**config.mk**
```make
export PLATFORM = sky130hd
export DESIGN_NAME = kitchen_responder
export DESIGN_NICKNAME = d
export VERILOG_FILES = /design/src/rtl/kitchen_responder.sv
export SDC_FILE = /design/constraint.sdc
export NUM_CORES = 1
export LEC_CHECK = 0
export ABC_CLOCK_PERIOD_IN_PS = 8400
export BUFFER_PORTS_ARGS = -buffer_cell sky130_fd_sc_hd__buf_4
export CORE_UTILIZATION = 61
export CTS_CLUSTER_SIZE = 28
export DETAILED_ROUTE_END_ITERATION = 8
export GPL_ROUTABILITY_DRIVEN = 1
export GPL_TIMING_DRIVEN = 0
export PLACE_DENSITY_LB_ADDON = 0.1
export SLEW_MARGIN = 20
export SYNTH_ARGS = -nofsm -noshare
export SYNTH_HDL_FRONTEND = slang
export SYNTH_SLANG_ARGS = --single-unit
```
**constraint.sdc**
```tcl
create_clock -name clk -period 8.4 [get_ports clk]
set_input_delay 1.68 -clock clk [delete_from_list [all_inputs] [get_ports clk]]
set_output_delay 1.68 -clock clk [all_outputs]
set_load 0.1 [all_outputs]
```
**src/rtl/kitchen_responder.sv**
```systemverilog
// Purpose: responder side of the chef command link; walks the chef along the machine row and runs timed actions.
// Latency: STEP_CYCLES per position travelled (+1 cycle to report arrival); ACT_CYCLES per action; all outputs registered.
// Backpressure: move_ready stays low while idle or moving; commands and action edges that arrive while busy are ignored or flagged as errors.
module kitchen_responder #(
   parameter int NUM_MACHINES = 20,
   parameter int STEP_CYCLES  = 4,
   parameter int ACT_CYCLES   = 3
) (
   input  logic       clk,
   input  logic       rst_n,
   input  logic [4:0] control_data,
   input  logic [7:0] i_num,
   output logic [7:0] feedback_sig,
   output logic [7:0] position
);

   localparam int SW = $clog2(STEP_CYCLES + 1);
   localparam int AW = $clog2(ACT_CYCLES + 1);
   localparam logic [SW-1:0] STEP_LAST = SW'(STEP_CYCLES - 1);
   localparam logic [AW-1:0] ACT_LAST  = AW'(ACT_CYCLES - 1);
   localparam logic [7:0]    NUM_M     = 8'(NUM_MACHINES);

   localparam logic [2:0] OP_NONE     = 3'b000;
   localparam logic [2:0] OP_GET      = 3'b001;
   localparam logic [2:0] OP_PUT      = 3'b010;
   localparam logic [2:0] OP_INTERACT = 3'b011;
   localparam logic [2:0] OP_THROW    = 3'b100;

   typedef enum logic [1:0] {ST_IDLE, ST_MOVING, ST_AT_TARGET, ST_EXEC} state_t;

   state_t        state, state_d;
   logic [7:0]    pos_d, target, target_d;
   logic [SW-1:0] step_cnt, step_d;
   logic [AW-1:0] act_cnt, act_d;
   logic [3:0]    prev_act, act_rise;
   logic [2:0]    op, op_d, last_op, last_op_d;
   logic          holding, holding_d;
   logic          error, error_d;
   logic          done_d;
   logic          busy_d, ready_d;

   // Next-state, travel, action execution and effect application.
   always_comb begin
      state_d   = state;
      pos_d     = position;
      target_d  = target;
      step_d    = step_cnt;
      act_d     = act_cnt;
      op_d      = op;
      last_op_d = last_op;
      holding_d = holding;
      error_d   = error;
      done_d    = 1'b0;
      act_rise  = control_data[3:0] & ~prev_act;

      case (state)
         ST_IDLE, ST_AT_TARGET: begin
            // An action edge outranks a simultaneous move request.
            if (state == ST_AT_TARGET && act_rise != 4'd0) begin
               if ((act_rise & (act_rise - 4'd1)) == 4'd0) begin
                  state_d = ST_EXEC;
                  act_d   = '0;
                  error_d = 1'b0;
                  case (act_rise)
                     4'b1000: op_d = OP_GET;
                     4'b0100: op_d = OP_PUT;
                     4'b0010: op_d = OP_INTERACT;
                     default: op_d = OP_THROW;
                  endcase
               end else begin
                  error_d = 1'b1;
               end
            end else if (control_data[4]) begin
               if (i_num >= NUM_M) begin
                  error_d = 1'b1;
               end else if (i_num != position) begin
                  target_d = i_num;
                  error_d  = 1'b0;
                  step_d   = '0;
                  state_d  = ST_MOVING;
               end else begin
                  error_d = 1'b0;
                  state_d = ST_AT_TARGET;
               end
            end
         end
         ST_MOVING: begin
            // Arrival is reported one cycle after the final step lands.
            if (position == target) begin
               state_d = ST_AT_TARGET;
            end else if (step_cnt == STEP_LAST) begin
               step_d = '0;
               pos_d  = (position < target) ? position + 8'd1 : position - 8'd1;
            end else begin
               step_d = step_cnt + SW'(1);
            end
         end
         default: begin
            if (act_rise != 4'd0) error_d = 1'b1;
            if (act_cnt == ACT_LAST) begin
               done_d    = 1'b1;
               last_op_d = op;
               state_d   = ST_AT_TARGET;
               case (op)
                  OP_GET: begin
                     if (holding) error_d = 1'b1;
                     else         holding_d = 1'b1;
                  end
                  OP_PUT: begin
                     if (holding) holding_d = 1'b0;
                     else         error_d = 1'b1;
                  end
                  OP_THROW: holding_d = 1'b0;
                  default:  ;
               endcase
            end else begin
               act_d = act_cnt + AW'(1);
            end
         end
      endcase

      busy_d  = (state_d == ST_MOVING) || (state_d == ST_EXEC);
      ready_d = (state_d == ST_AT_TARGET) || (state_d == ST_EXEC);
   end

   // State, datapath and the registered feedback word.
   always_ff @(posedge clk or negedge rst_n) begin
      if (!rst_n) begin
         state        <= ST_IDLE;
         position     <= 8'd0;
         target       <= 8'd0;
         step_cnt     <= '0;
         act_cnt      <= '0;
         prev_act     <= 4'd0;
         op           <= OP_NONE;
         last_op      <= OP_NONE;
         holding      <= 1'b0;
         error        <= 1'b0;
         feedback_sig <= 8'h00;
      end else begin
         state        <= state_d;
         position     <= pos_d;
         target       <= target_d;
         step_cnt     <= step_d;
         act_cnt      <= act_d;
         prev_act     <= control_data[3:0];
         op           <= op_d;
         last_op      <= last_op_d;
         holding      <= holding_d;
         error        <= error_d;
         feedback_sig <= {last_op_d, error_d, busy_d, ready_d, done_d, holding_d};
      end
   end

endmodule

```
==> Implementation_results.wiki, run 1 <==
{| class="wikitable"
! Metric !! Value
|-
| TritonCTS clock tree || done
|-
| Number of primary I/O pins || 31
|-
| Gpl congestion || 0.7761
|-
| Fraction of final layout cells sized beyond drive strength 1 || 25.61%
|-
| Synthesis warning total || 0
|-
| Setup repair after global routing missed its margin || no
|-
| EDFF count, synth || 0
|-
| Global router's overall resource usage || 25.31%
|-
| Post-route DRC || 0
|-
| Wire per inst || 14.72 um
|-
| Most numerous cell in the Yosys netlist || sky130_fd_sc_hd__dfrtp_1
|-
| Class of the tightest hold or removal check || flop to flop
|-
| Dominant cell type by area after synthesis || sky130_fd_sc_hd__dfrtp_1
|-
| Slew @ Worst Pin || 0.4718 ns
|-
| Data required time of the worst path || 8.63 ns
|-
| Crit Path Class || flop to flop
|-
| # nets final || 278
|-
| Cell count after placement || 284
|-
| Clock Sink Count || 37
|-
| RR Startpoint || position[1]
|-
| Total of hold buffers inserted after clock tree synthesis || 0
|-
| Top FF cell, synth || sky130_fd_sc_hd__dfrtp_1
|-
| Register-to-register setup slack || 5.23 ns
|-
| Total CTS buffers || 5
|-
| Pin count of the biggest net entering global routing || 38
|-
| Source-to-sink clock delay at the later pin of the worst-skew pair || 0.35 ns
|-
| Post-detailed-routing wire length || 4299 um
|-
| Endpoint kind of the worst setup timing path || flop
|-
| Detailed-router iteration count before antenna repair || 4
|-
| Reg-to-reg critical path endpoint || position[6]
|-
| Number of buffers inserted by post-CTS setup repair || 0
|-
| Layout overhead on the synthesized area || 17.67%
|-
| Clock input transition at the sequential cells of the worst setup and hold paths || 0.11 ns
|-
| Max frequency || 315.6 MHz
|-
| Vias per inst || 5.647
|-
| Number of buffers on the longest clock path || 2
|-
| ANT nets after route || 0
|-
| Effective utilization at floorplan || 64.34%
|-
| Post-Synthesis Cell Area || 2181 um^2
|-
| Number of antenna violations at the first check in global routing || 0
|-
| Largest driver fanout on the critical path || 8
|-
| Full die area || 3818 um^2
|-
| Overflow left after global routing || 0
|-
| Wire length of the first global-routing pass || 6900 um
|-
| Ys async rst share || 100.0%
|-
| Post-DP HPWL || 3206 um
|-
| Crit path launch type || flop
|-
| Cell count after synthesis || 208
|-
| Reg2Reg Depth || 12
|-
| Syn avg cell area || 10.48 um^2
|-
| Vias in the first global route || 1,581
|-
| Synth top cells by count || sky130_fd_sc_hd__dfrtp_1, sky130_fd_sc_hd__nand2_1, sky130_fd_sc_hd__ha_1, sky130_fd_sc_hd__xnor2_1, sky130_fd_sc_hd__a21oi_1
|-
| Share of Yosys cell area claimed by the top area cell type || 42.46%
|-
| Run status || finished, final reports clean
|-
| Most area-consuming cells after synthesis || sky130_fd_sc_hd__dfrtp_1, sky130_fd_sc_hd__ha_1, sky130_fd_sc_hd__xnor2_1, sky130_fd_sc_hd__mux2_2, sky130_fd_sc_hd__nand2_1
|-
| Arrival @ worst endpoint || 3.40 ns
|-
| Leakage || 1.278 nW
|-
| Share of synthesized area occupied by flip-flops and latches || 42.46%
|-
| Setup Total Neg Slack || 0 ns
|-
| Post-synthesis net count || 241
|-
| Max H-tree Level || 2
|-
| Violation count after the first detailed-routing iteration || 85
|-
| # Max-Cap Violations || 0
|-
| Seq cells post-synth || 37
|-
| Via count || 1,649
|-
| WHS Endpoint || act_cnt[1]
|-
| Die height || 61.79 um
|-
| Setup slack of the critical path after layout || 5.232 ns
|-
| Distinct cells, synth || 45
|-
| Cell chosen for the clock root || sky130_fd_sc_hd__clkbuf_4
|-
| Final Setup Violations || 0
|-
| Non-filler cells, final || 292
|-
| Clock period minus final worst setup slack || 3.168 ns
|-
| Final hold viol count || 0
|-
| Worst hold path cell count || 1
|-
| Resized Gates After CTS || 0
|-
| Count of inserted antenna diode cells || 0
|-
| Num rows || 21
|-
| Final worst path period share || 37.72%
|-
| Standard cell core area || 3390 um^2
|-
| Hold Startpoint || act_cnt[1]
|-
| Worst IR drop on VDD || 0.2390 mV
|-
| PortBufs || 30
|-
| Number of slew-limit violations in the final report || 0
|-
| Worst rel slew slack || 68.55%
|-
| Placement Setup Slack || 4.883 ns
|-
| Power Dens Cells || 340.3 nW/um^2
|-
| Floorplan die width || 61.79 um
|-
| Clk_skew || 0.01606 ns
|}
report_power, final:
group          internal, mW  switching (mW)
sequential            0.234          0.0466
clock                0.0921          0.0614
combinational         0.148           0.291
cells in the final DEF, fill, tap and decap left out, types with 2 or more instances in the layout:
| master | instances |
|---|---|
| sky130_fd_sc_hd__o21ai_1 | 7 |
| sky130_fd_sc_hd__nor2b_1 | 5 |
| sky130_fd_sc_hd__buf_6 | 2 |
| sky130_fd_sc_hd__nand2_1 | 18 |
| sky130_fd_sc_hd__ha_1 | 17 |
| sky130_fd_sc_hd__xnor2_1 | 13 |
| sky130_fd_sc_hd__inv_2 | 2 |
| sky130_fd_sc_hd__mux2_2 | 9 |
| sky130_fd_sc_hd__nand3_1 | 3 |
| sky130_fd_sc_hd__o211ai_1 | 2 |
| sky130_fd_sc_hd__inv_1 | 11 |
| sky130_fd_sc_hd__nand4_1 | 4 |
| sky130_fd_sc_hd__dfrtp_1 | 37 |
| sky130_fd_sc_hd__bufinv_16 | 2 |
| sky130_fd_sc_hd__or3_1 | 2 |
| sky130_fd_sc_hd__nor2_1 | 8 |
| sky130_fd_sc_hd__xor2_1 | 5 |
| sky130_fd_sc_hd__mux2_4 | 3 |
| sky130_fd_sc_hd__clkbuf_4 | 5 |
| sky130_fd_sc_hd__nand2b_1 | 2 |
| sky130_fd_sc_hd__a21o_1 | 8 |
| sky130_fd_sc_hd__a21oi_1 | 12 |
| sky130_fd_sc_hd__buf_4 | 33 |
| sky130_fd_sc_hd__clkbuf_1 | 3 |
| sky130_fd_sc_hd__o21ai_0 | 5 |
| sky130_fd_sc_hd__nor3_1 | 5 |
| sky130_fd_sc_hd__and3b_1 | 2 |
critical path, cell delays in order (launching register included):
cell and delay, ns:
sky130_fd_sc_hd__dfrtp_1 0.49, sky130_fd_sc_hd__ha_1 0.35, sky130_fd_sc_hd__nor2b_1 0.13, sky130_fd_sc_hd__o211ai_1 0.15, sky130_fd_sc_hd__a21o_1 0.18, sky130_fd_sc_hd__nand2_1 0.22, sky130_fd_sc_hd__ha_1 0.39, sky130_fd_sc_hd__and2_1 0.18
sky130_fd_sc_hd__a221o_1 0.33, sky130_fd_sc_hd__a21o_1 0.19, sky130_fd_sc_hd__a21oi_1 0.20, sky130_fd_sc_hd__xor2_1 0.18, sky130_fd_sc_hd__o21ai_1 0.07
sequential cells by signal, summed over array words and instances, names as in the netlist:
signal	flops
target	8
act_cnt	2
op	3
last_op	2
prev_act	4
position	8
feedback_sig	5
state	2
step_cnt	3
cells by family after synthesis:
kind of cell / after synthesis / share of synthesized area [%]
flops: 37 / 42.46
buf+inv: 21 / 4.819
xor+xnor: 18 / 7.229
mux: 12 / 6.713
fa+ha+maj: 18 / 10.67
compound gates: 46 / 14.52
simple gates: 56 / 13.60
worst max-delay path by stage:
stage	from	to	slack, ns	cells after the start
global route	position[1]	position[6]	5.04	12
CTS	position[1]	position[6]	5.21	12
finish	position[1]	position[6]	5.23	12
global placement	control_data[2]	op[2]	4.93	6
detailed placement	control_data[2]	op[0]	4.88	6
floorplan	position[1]	position[6]	4.92	12
final cells by class:
type,count,area [um^2]
clock inverters,3,65.06
inverters,13,48.80
flip-flops and latches,37,925.9
plain buffers,8,56.30
fillers,231,823.3
multi-input cells,150,1150
repair buffers,30,225.2
clock buffers,5,37.54
well taps,46,57.56
layer usage:
layer,GRT usage (%),vias up,share of wire (%)
met5,0,-,0
met4,12.38,0,2.7
met3,4.555,12,3.7
met2,44.39,39,51
met1,29.88,800,43
li1,-,798,-
metrics by stage:
stage	util, %	instance area, um^2	hold slack, ns	power (mW)
after floorplan	-	2181	0.4537	0.6262
after global placement	72.68	2464	0.4653	0.7036
after detailed placement	72.68	2464	0.4857	0.7215
after CTS	75.71	2566	0.5093	0.8752
after global routing	75.71	2566	0.5350	0.9228
final	75.71	2566	0.5028	0.8732
(Power assumes the default switching activity.)
==> run 2, diff against run 1 <==
- ABC_AREA: unset -> 1
- ABC_CLOCK_PERIOD_IN_PS: 8400 -> 2900
- CORE_UTILIZATION: 61 -> 52
- clock period: 8.4 -> 2.9 ns (I/O delays scaled with it)
==> run 2 against run 1 <==
  * Register-to-register slack got worse by 4.8 ns
  * Critical path depth rose by 1
  * Flip-flop and latch count did not move
  * Worst hold slack got worse by 0.26 ns
  * Die area rose by 25%
  * First-iteration DRC count fell by 44%
  * Non-clock buffer count fell by 4
  * Clock power rose by 130%
  * Synthesized cell count rose by 40%
  * Sequential power rose to 2.6 times the previous value
  * Largest cell class unchanged
  * Largest power group unchanged
==> Implementation_results.wiki, run 2 <==
{| class="wikitable"
! Metric !! Value
|-
| Run status || finished, final reports clean
|-
| Wire length of the first global-routing pass || 7886 um (+14%)
|-
| TritonCTS clock tree || done
|-
| Setup Total Neg Slack || 0 ns (unchanged)
|-
| # Max-Cap Violations || 0 (unchanged)
|-
| Standard cell core area || 4324 um^2 (+28%)
|-
| Slew @ Worst Pin || 0.4692 ns (-0.002568 ns)
|-
| ANT nets after route || 0 (unchanged)
|-
| Total Power Consumption || 2.149 mW (+150%)
|-
| Crit path launch type || flop
|-
| Endpoint kind of the worst setup timing path || flop
|-
| Leading cell types in the layout, fill and taps excluded || sky130_fd_sc_hd__nand2_1, sky130_fd_sc_hd__inv_1, sky130_fd_sc_hd__dfrtp_1
|-
| Overflow left after global routing || 0 (unchanged)
|-
| Arrival @ worst endpoint || 2.69 ns (-0.71 ns)
|-
| Max H-tree Level || 2 (unchanged)
|-
| Num rows || 24 (+14%)
|-
| Fraction of the mapped netlist area in compound gates || 10.02% (-4.5 points)
|-
| Total CTS buffers || 5 (unchanged)
|-
| Source-to-sink clock delay at the later pin of the worst-skew pair || 0.29 ns (-0.06 ns)
|-
| Wire per inst || 11.65 um (-21%)
|-
| Utilization after layout || 62.79% (-13 points)
|-
| PortBufs || 30 (unchanged)
|-
| Adder and majority gate portion of the synthesized area || 9.963% (-0.71 points)
|-
| Count of inserted antenna diode cells || 0 (unchanged)
|-
| Launching element of the worst setup path || position[7]
|-
| Most area-consuming cells after synthesis || sky130_fd_sc_hd__dfrtp_1, sky130_fd_sc_hd__nand2_1, sky130_fd_sc_hd__ha_1, sky130_fd_sc_hd__inv_1, sky130_fd_sc_hd__nand3_1
|-
| Synthesis warning total || 0 (unchanged)
|-
| Post-DP HPWL || 3485 um (+8.7%)
|-
| Data required time of the worst path || 3.08 ns (-5.55 ns)
|-
| Post-synthesis net count || 325 (+35%)
|-
| Dominant cell type by area after synthesis || sky130_fd_sc_hd__dfrtp_1
|-
| Top FF cell, synth || sky130_fd_sc_hd__dfrtp_1
|-
| Final hold viol count || 0 (unchanged)
|-
| Register-to-register setup slack || 0.39 ns (-4.84 ns)
|-
| Via count || 1,906 (+16%)
|-
| Gpl congestion || 0.7861 (+1.3%)
|-
| Vias per inst || 4.990 (-12%)
|-
| Ys async rst share || 100.0% (unchanged)
|-
| Combinational family with the most area after synthesis || simple AND/OR/NAND/NOR gates
|-
| Vias in the first global route || 1,845 (+17%)
|-
| Power Dens Cells || 791.5 nW/um^2 (+130%)
|-
| Global router's overall resource usage || 20.79% (-4.5 points)
|-
| Effective utilization at floorplan || 54.02% (-10 points)
|-
| Leakage || 1.500 nW (+17%)
|-
| Design area || 2715 um^2 (+5.8%)
|-
| Post-route DRC || 0 (unchanged)
|-
| Reg-to-reg critical path endpoint || position[7]
|-
| Most numerous cell in the Yosys netlist || sky130_fd_sc_hd__nand2_1
|-
| Clock period minus final worst setup slack || 2.506 ns (-0.6621 ns)
|-
| Worst rel slew slack || 68.72% (+0.17 points)
|-
| Class of the tightest hold or removal check || primary input to async pin
|-
| Worst IR drop on VDD || 0.3150 mV (+32%)
|-
| Violation count after the first detailed-routing iteration || 48 (-44%)
|-
| Final worst path period share || 86.42% (+49 points)
|-
| Seq cells post-synth || 37 (unchanged)
|-
| Clock input transition at the sequential cells of the worst setup and hold paths || 0.08 ns (-0.03 ns)
|-
| Xor/xnor cell area share of the yosys netlist || 4.499% (-2.7 points)
|-
| Leading cell type in the layout, fill and taps excluded || sky130_fd_sc_hd__nand2_1
|-
| Number of antenna violations at the first check in global routing || 0 (unchanged)
|-
| Syn avg cell area || 8.000 um^2 (-24%)
|-
| Number of buffers on the longest clock path || 2 (unchanged)
|-
| Fraction of final layout cells sized beyond drive strength 1 || 22.12% (-3.5 points)
|-
| Share of Yosys cell area claimed by the top area cell type || 39.64% (-2.8 points)
|-
| Number of slew-limit violations in the final report || 0 (unchanged)
|-
| EDFF count, synth || 0 (unchanged)
|-
| Largest driver fanout on the critical path || 9 (+1)
|-
| Number of primary I/O pins || 31 (unchanged)
|-
| Setup repair after global routing missed its margin || no
|-
| Clk_skew || 0.008972 ns (-0.007090 ns)
|-
| Busiest layer in global routing || met2
|-
| Detailed-router iteration count before antenna repair || 4 (unchanged)
|-
| Max frequency || 399.0 MHz (+26%)
|-
| Post-Synthesis Cell Area || 2336 um^2 (+7.1%)
|-
| RR Startpoint || position[7]
|-
| Final Setup Violations || 0 (unchanged)
|-
| Met2 routing resource usage after global routing || 39.59% (-4.8 points)
|-
| Die height || 69.03 um (+12%)
|-
| Full die area || 4764 um^2 (+25%)
|-
| Cell chosen for the clock root || sky130_fd_sc_hd__clkbuf_8
|-
| Synth top cells by count || sky130_fd_sc_hd__nand2_1, sky130_fd_sc_hd__inv_1, sky130_fd_sc_hd__dfrtp_1, sky130_fd_sc_hd__nand3_1, sky130_fd_sc_hd__ha_1
|-
| Met1 global-route usage || 22.53% (-7.4 points)
|-
| Floorplan die width || 69.03 um (+12%)
|-
| Share of synthesized area occupied by flip-flops and latches || 39.64% (-2.8 points)
|-
| M3 GR Usage || 4.386% (-0.17 points)
|-
| Reg2Reg Depth || 13 (+1)
|-
| Basic-gate share of the synthesized area counting and, or, nand and nor cells || 26.30% (+13 points)
|-
| Cell count after synthesis || 292 (+40%)
|-
| Crit Path Class || flop to flop
|-
| Distinct cells, synth || 33 (-27%)
|-
| Total of hold buffers inserted after clock tree synthesis || 0 (unchanged)
|-
| Registers with the most flip-flops || position x8, target x8, feedback_sig x5
|-
| Clock Sink Count || 37 (unchanged)
|-
| Post-detailed-routing wire length || 4452 um (+3.6%)
|-
| Pin count of the biggest net entering global routing || 38 (unchanged)
|-
| DP Area || 2630 um^2 (+6.8%)
|-
| Layout overhead on the synthesized area || 16.23%
|-
| # nets final || 362 (+30%)
|-
| Multiplexer area fraction after synthesis || 0% (-6.7 points)
|}
[run 2: cell count changes after synthesis, sizes merged, moves of 3 or more]
cell / previous run / this run
a21o: 8 / 2
xnor2: 13 / 10
o211ai: 3 / 0
nand2: 18 / 89
inv: 13 / 50
mux2: 12 / 0
nand3: 3 / 22
nor3: 5 / 2
clkbuf: 3 / 0
xor2: 5 / 2
nor2: 8 / 13
o21ai: 13 / 19
nor2b: 6 / 0
[run 2: cell type report]
| cell class | count | area, um^2 |
|---|---|---|
| flip-flops and latches | 37 | 929.6 |
| plain buffers | 4 | 33.78 |
| clock inverters | 2 | 10.01 |
| multi-input cells | 201 | 1189 |
| fillers | 407 | 1609 |
| well taps | 52 | 65.06 |
| inverters | 50 | 190.2 |
| repair buffers | 30 | 225.2 |
| clock buffers | 6 | 72.57 |
[run 2: logic make-up (layout without fill, tap and decap cells)]
logic type                 count (synthesis)  in the layout
DFF                                       37             37
AOI/OAI and AO/OA                         38             38
and+or+nand+nor                          133            133
adders and majority gates                 18             18
xor gates and xnor gates                  12             12
buffers and inverters                     54             92
[run 2: worst max-delay path: stages (launching register included)]
cell and delay, ns:
sky130_fd_sc_hd__dfrtp_2 0.44, sky130_fd_sc_hd__ha_1 0.32, sky130_fd_sc_hd__a21o_1 0.18, sky130_fd_sc_hd__nor2_1 0.16
sky130_fd_sc_hd__nand2_2 0.18, sky130_fd_sc_hd__ha_1 0.39, sky130_fd_sc_hd__a21oi_1 0.16, sky130_fd_sc_hd__nand2_1 0.14
sky130_fd_sc_hd__nand2_1 0.09, sky130_fd_sc_hd__nand3_1 0.06, sky130_fd_sc_hd__nand2_1 0.09, sky130_fd_sc_hd__nand3_1 0.08
sky130_fd_sc_hd__nand2_1 0.06, sky130_fd_sc_hd__nand2_1 0.04
[run 2: repair_timing]
action                                 4_1_cts  5_1_grt
endpoints found under the hold margin        0        0
buffers inserted                             0        0
setup endpoints to repair                    0        1
resized for setup                            0        1
[run 2: how the worst max path moves through the flow]
stage / end / cells past startpoint
3_3_place_gp: position[7] / 16
3_5_place_dp: position[7] / 16
5_1_grt: position[7] / 18
4_1_cts: position[7] / 16
2_1_floorplan: position[5] / 13
6_report: position[7] / 13
[run 2: power breakdown]
part           switching (mW)  internal (mW)  leakage (nW)
logic                   0.746          0.333         0.987
registers              0.0881          0.632         0.468
clock network           0.183          0.167        0.0450
total                    1.02           1.13          1.50
[run 2: layer usage]
metal	part of all wire (%)	vias up
met5	0	-
met4	1.5	0
met3	2.9	6
met2	52	25
met1	43	865
li1	-	1010
[run 2: stage by stage]
stage                     std cells  setup WS [ns]  hold WS, ns
after global routing            382        0.04777       0.2809
after global placement          374         0.3326       0.4620
after CTS                       382         0.2694       0.2539
after floorplan                 292       0.005048       0.2844
final                           382         0.3937       0.2395
after detailed placement        374         0.2869       0.4599
==> run 3, diff against run 2 <==
- PLACE_DENSITY: unset -> 0.76
- PLACE_DENSITY_LB_ADDON: 0.1 -> unset
==> run 3 against run 2 <==
  * Combinational power hardly changed
  * Design area stayed put
  * Via count is 2.3% higher
  * Total power is 0.20% higher
  * First-iteration DRC count is 71% higher
  * Sequential power hardly changed
  * Highest routed layer unchanged
==> Implementation_results.wiki, run 3 (synthesis gave the netlist of run 2 again) <==
{| class="wikitable"
! Metric !! Value
|-
| Leakage || 1.500 nW (unchanged)
|-
| Cell chosen for the clock root || sky130_fd_sc_hd__clkbuf_8
|-
| Wire length of the first global-routing pass || 8176 um (+3.7%)
|-
| Slew @ Worst Pin || 0.4536 ns (-0.01560 ns)
|-
| Max frequency || 394.1 MHz (-1.2%)
|-
| TritonCTS clock tree || done
|-
| Floorplan die width || 69.03 um (unchanged)
|-
| Data required time of the worst path || 3.08 ns (about the same)
|-
| Clk_skew || 0.003198 ns (-0.005774 ns)
|-
| Detailed-router iteration count before antenna repair || 6 (+2)
|-
| Pin count of the biggest net entering global routing || 38 (unchanged)
|-
| Arrival @ worst endpoint || 2.72 ns (+0.03 ns)
|-
| Power Dens Cells || 793.1 nW/um^2 (+0.20%)
|-
| Largest driver fanout on the critical path || 9 (unchanged)
|-
| Endpoint kind of the worst setup timing path || flop
|-
| Crit Path Class || flop to flop
|-
| Leading cell type in the layout, fill and taps excluded || sky130_fd_sc_hd__nand2_1
|-
| # nets final || 362 (unchanged)
|-
| Vias in the first global route || 1,934 (+4.8%)
|-
| Standard cell core area || 4324 um^2 (unchanged)
|-
| PortBufs || 30 (unchanged)
|-
| Setup repair after global routing missed its margin || no
|-
| Worst IR drop on VDD || 0.3234 mV (+2.7%)
|-
| Number of buffers inserted by post-CTS setup repair || 0 (unchanged)
|-
| Clock period minus final worst setup slack || 2.537 ns (+0.03104 ns)
|-
| Crit path launch type || flop
|-
| Final hold viol count || 0 (unchanged)
|-
| Clock input transition at the sequential cells of the worst setup and hold paths || 0.07 ns (about the same)
|-
| Post-detailed-routing wire length || 4439 um (-0.29%)
|-
| ANT nets after route || 0 (unchanged)
|-
| Effective utilization at floorplan || 54.02% (unchanged)
|-
| Number of primary I/O pins || 31 (unchanged)
|-
| Total Power Consumption || 2.153 mW (+0.20%)
|-
| Cell count after placement || 374 (unchanged)
|-
| Global router's overall resource usage || 21.00% (+0.21 points)
|-
| Fill cell instance count of the final layout || 399 (-2.0%)
|-
| Registers with the most flip-flops || position x8, target x8, feedback_sig x5
|-
| Num rows || 24 (unchanged)
|-
| Number of buffers on the longest clock path || 2 (unchanged)
|-
| Vias per inst || 5.102 (+2.3%)
|-
| Violation count after the first detailed-routing iteration || 82 (+71%)
|-
| Wire per inst || 11.62 um (-0.29%)
|-
| Post-DP HPWL || 3508 um (+0.66%)
|-
| Resized Gates After CTS || 0 (unchanged)
|-
| Source-to-sink clock delay at the later pin of the worst-skew pair || 0.29 ns (about the same)
|-
| Gpl congestion || 0.8239 (+4.8%)
|-
| Worst rel slew slack || 69.76% (+1.0 points)
|-
| Leading cell types in the layout, fill and taps excluded || sky130_fd_sc_hd__nand2_1, sky130_fd_sc_hd__inv_1, sky130_fd_sc_hd__dfrtp_1
|-
| Full die area || 4764 um^2 (unchanged)
|-
| Die height || 69.03 um (unchanged)
|-
| Setup Total Neg Slack || 0 ns (unchanged)
|-
| Area used by multi-input combinational logic || 1189 um^2 (unchanged)
|-
| Non-filler cells, final || 382 (unchanged)
|-
| Max H-tree Level || 2 (unchanged)
|-
| Fraction of final layout cells sized beyond drive strength 1 || 22.12% (unchanged)
|-
| Number of slew-limit violations in the final report || 0 (unchanged)
|-
| Final worst path period share || 87.49% (+1.1 points)
|-
| WHS || 0.2416 ns (+0.002082 ns)
|-
| DP Area || 2630 um^2 (unchanged)
|-
| Final Setup Violations || 0 (unchanged)
|-
| Layout overhead on the synthesized area || 16.23% (unchanged)
|-
| Total of hold buffers inserted after clock tree synthesis || 0 (unchanged)
|-
| Total CTS buffers || 5 (unchanged)
|-
| # Max-Cap Violations || 0 (unchanged)
|-
| Class of the tightest hold or removal check || primary input to async pin
|-
| Run status || finished, final reports clean
|-
| Post-route DRC || 0 (unchanged)
|-
| Number of antenna violations at the first check in global routing || 0 (unchanged)
|-
| Overflow left after global routing || 0 (unchanged)
|-
| Design area || 2715 um^2 (unchanged)
|-
| Via count || 1,949 (+2.3%)
|-
| Clock Sink Count || 37 (unchanged)
|-
| Area occupied by registers || 929.6 um^2 (unchanged)
|-
| Count of inserted antenna diode cells || 0 (unchanged)
|}
## run 3: cell counts in the layout (fill, tap and decap cells not counted)
Identical to the previous run, type by type.
## run 3: final cells by class
cell class / count / share of cell area (%)
inverters: 50 / 7.005
flip-flops and latches: 37 / 34.24
plain buffers: 4 / 1.244
clock inverters: 2 / 0.3687
well taps: 52 / 2.396
repair buffers: 30 / 8.295
clock buffers: 6 / 2.673
multi-input cells: 201 / 43.78
## run 3: final timing paths
path | from | to | slack, ns | cells after the start
setup / recovery | position[1] | position[7] | 0.36 | 14
hold reg to reg | target[7] | target[7] | 0.48 | 2
max in group asynchronous | rst_n | position[7] | 2.31 | 1
min in group clk | control_data[1] | prev_act[1] | 0.41 | 1
setup reg to reg | position[1] | position[7] | 0.36 | 14
hold / removal | rst_n | prev_act[2] | 0.24 | 1
## run 3: worst max-delay path, cell delays in order, from the launching register on
cell	delay, ns
sky130_fd_sc_hd__dfrtp_2	0.46
sky130_fd_sc_hd__ha_1	0.33
sky130_fd_sc_hd__nand2_1	0.07
sky130_fd_sc_hd__nand2_1	0.05
sky130_fd_sc_hd__nand2_1	0.05
sky130_fd_sc_hd__nand2_1	0.05
sky130_fd_sc_hd__nand2_1	0.12
sky130_fd_sc_hd__nand2_2	0.17
sky130_fd_sc_hd__ha_1	0.39
sky130_fd_sc_hd__a21oi_1	0.16
sky130_fd_sc_hd__nand2_1	0.13
sky130_fd_sc_hd__a21oi_1	0.18
sky130_fd_sc_hd__nand3_1	0.11
sky130_fd_sc_hd__nand4_1	0.08
sky130_fd_sc_hd__nand2_1	0.05
## run 3: layer usage
metal,vias up,share of wire [%],global-route usage [%]
met1,904,44,25.36
met5,-,0,0
met4,0,1.8,7.256
li1,1004,-,-
met2,33,51,37.11
met3,8,3.8,4.094
## run 3: through the flow
stage,worst slack [ns],util (%)
after detailed placement,0.2600,60.82
after floorplan,0.005048,-
after global placement,0.3409,60.82
after CTS,0.2476,62.73
final,0.3627,62.79
after global routing,0.07288,62.79
## run 3: report_power, final
group          internal (mW)  switching, mW
combinational          0.335          0.754
clock                  0.166          0.175
sequential             0.632         0.0906
total                   1.13           1.02
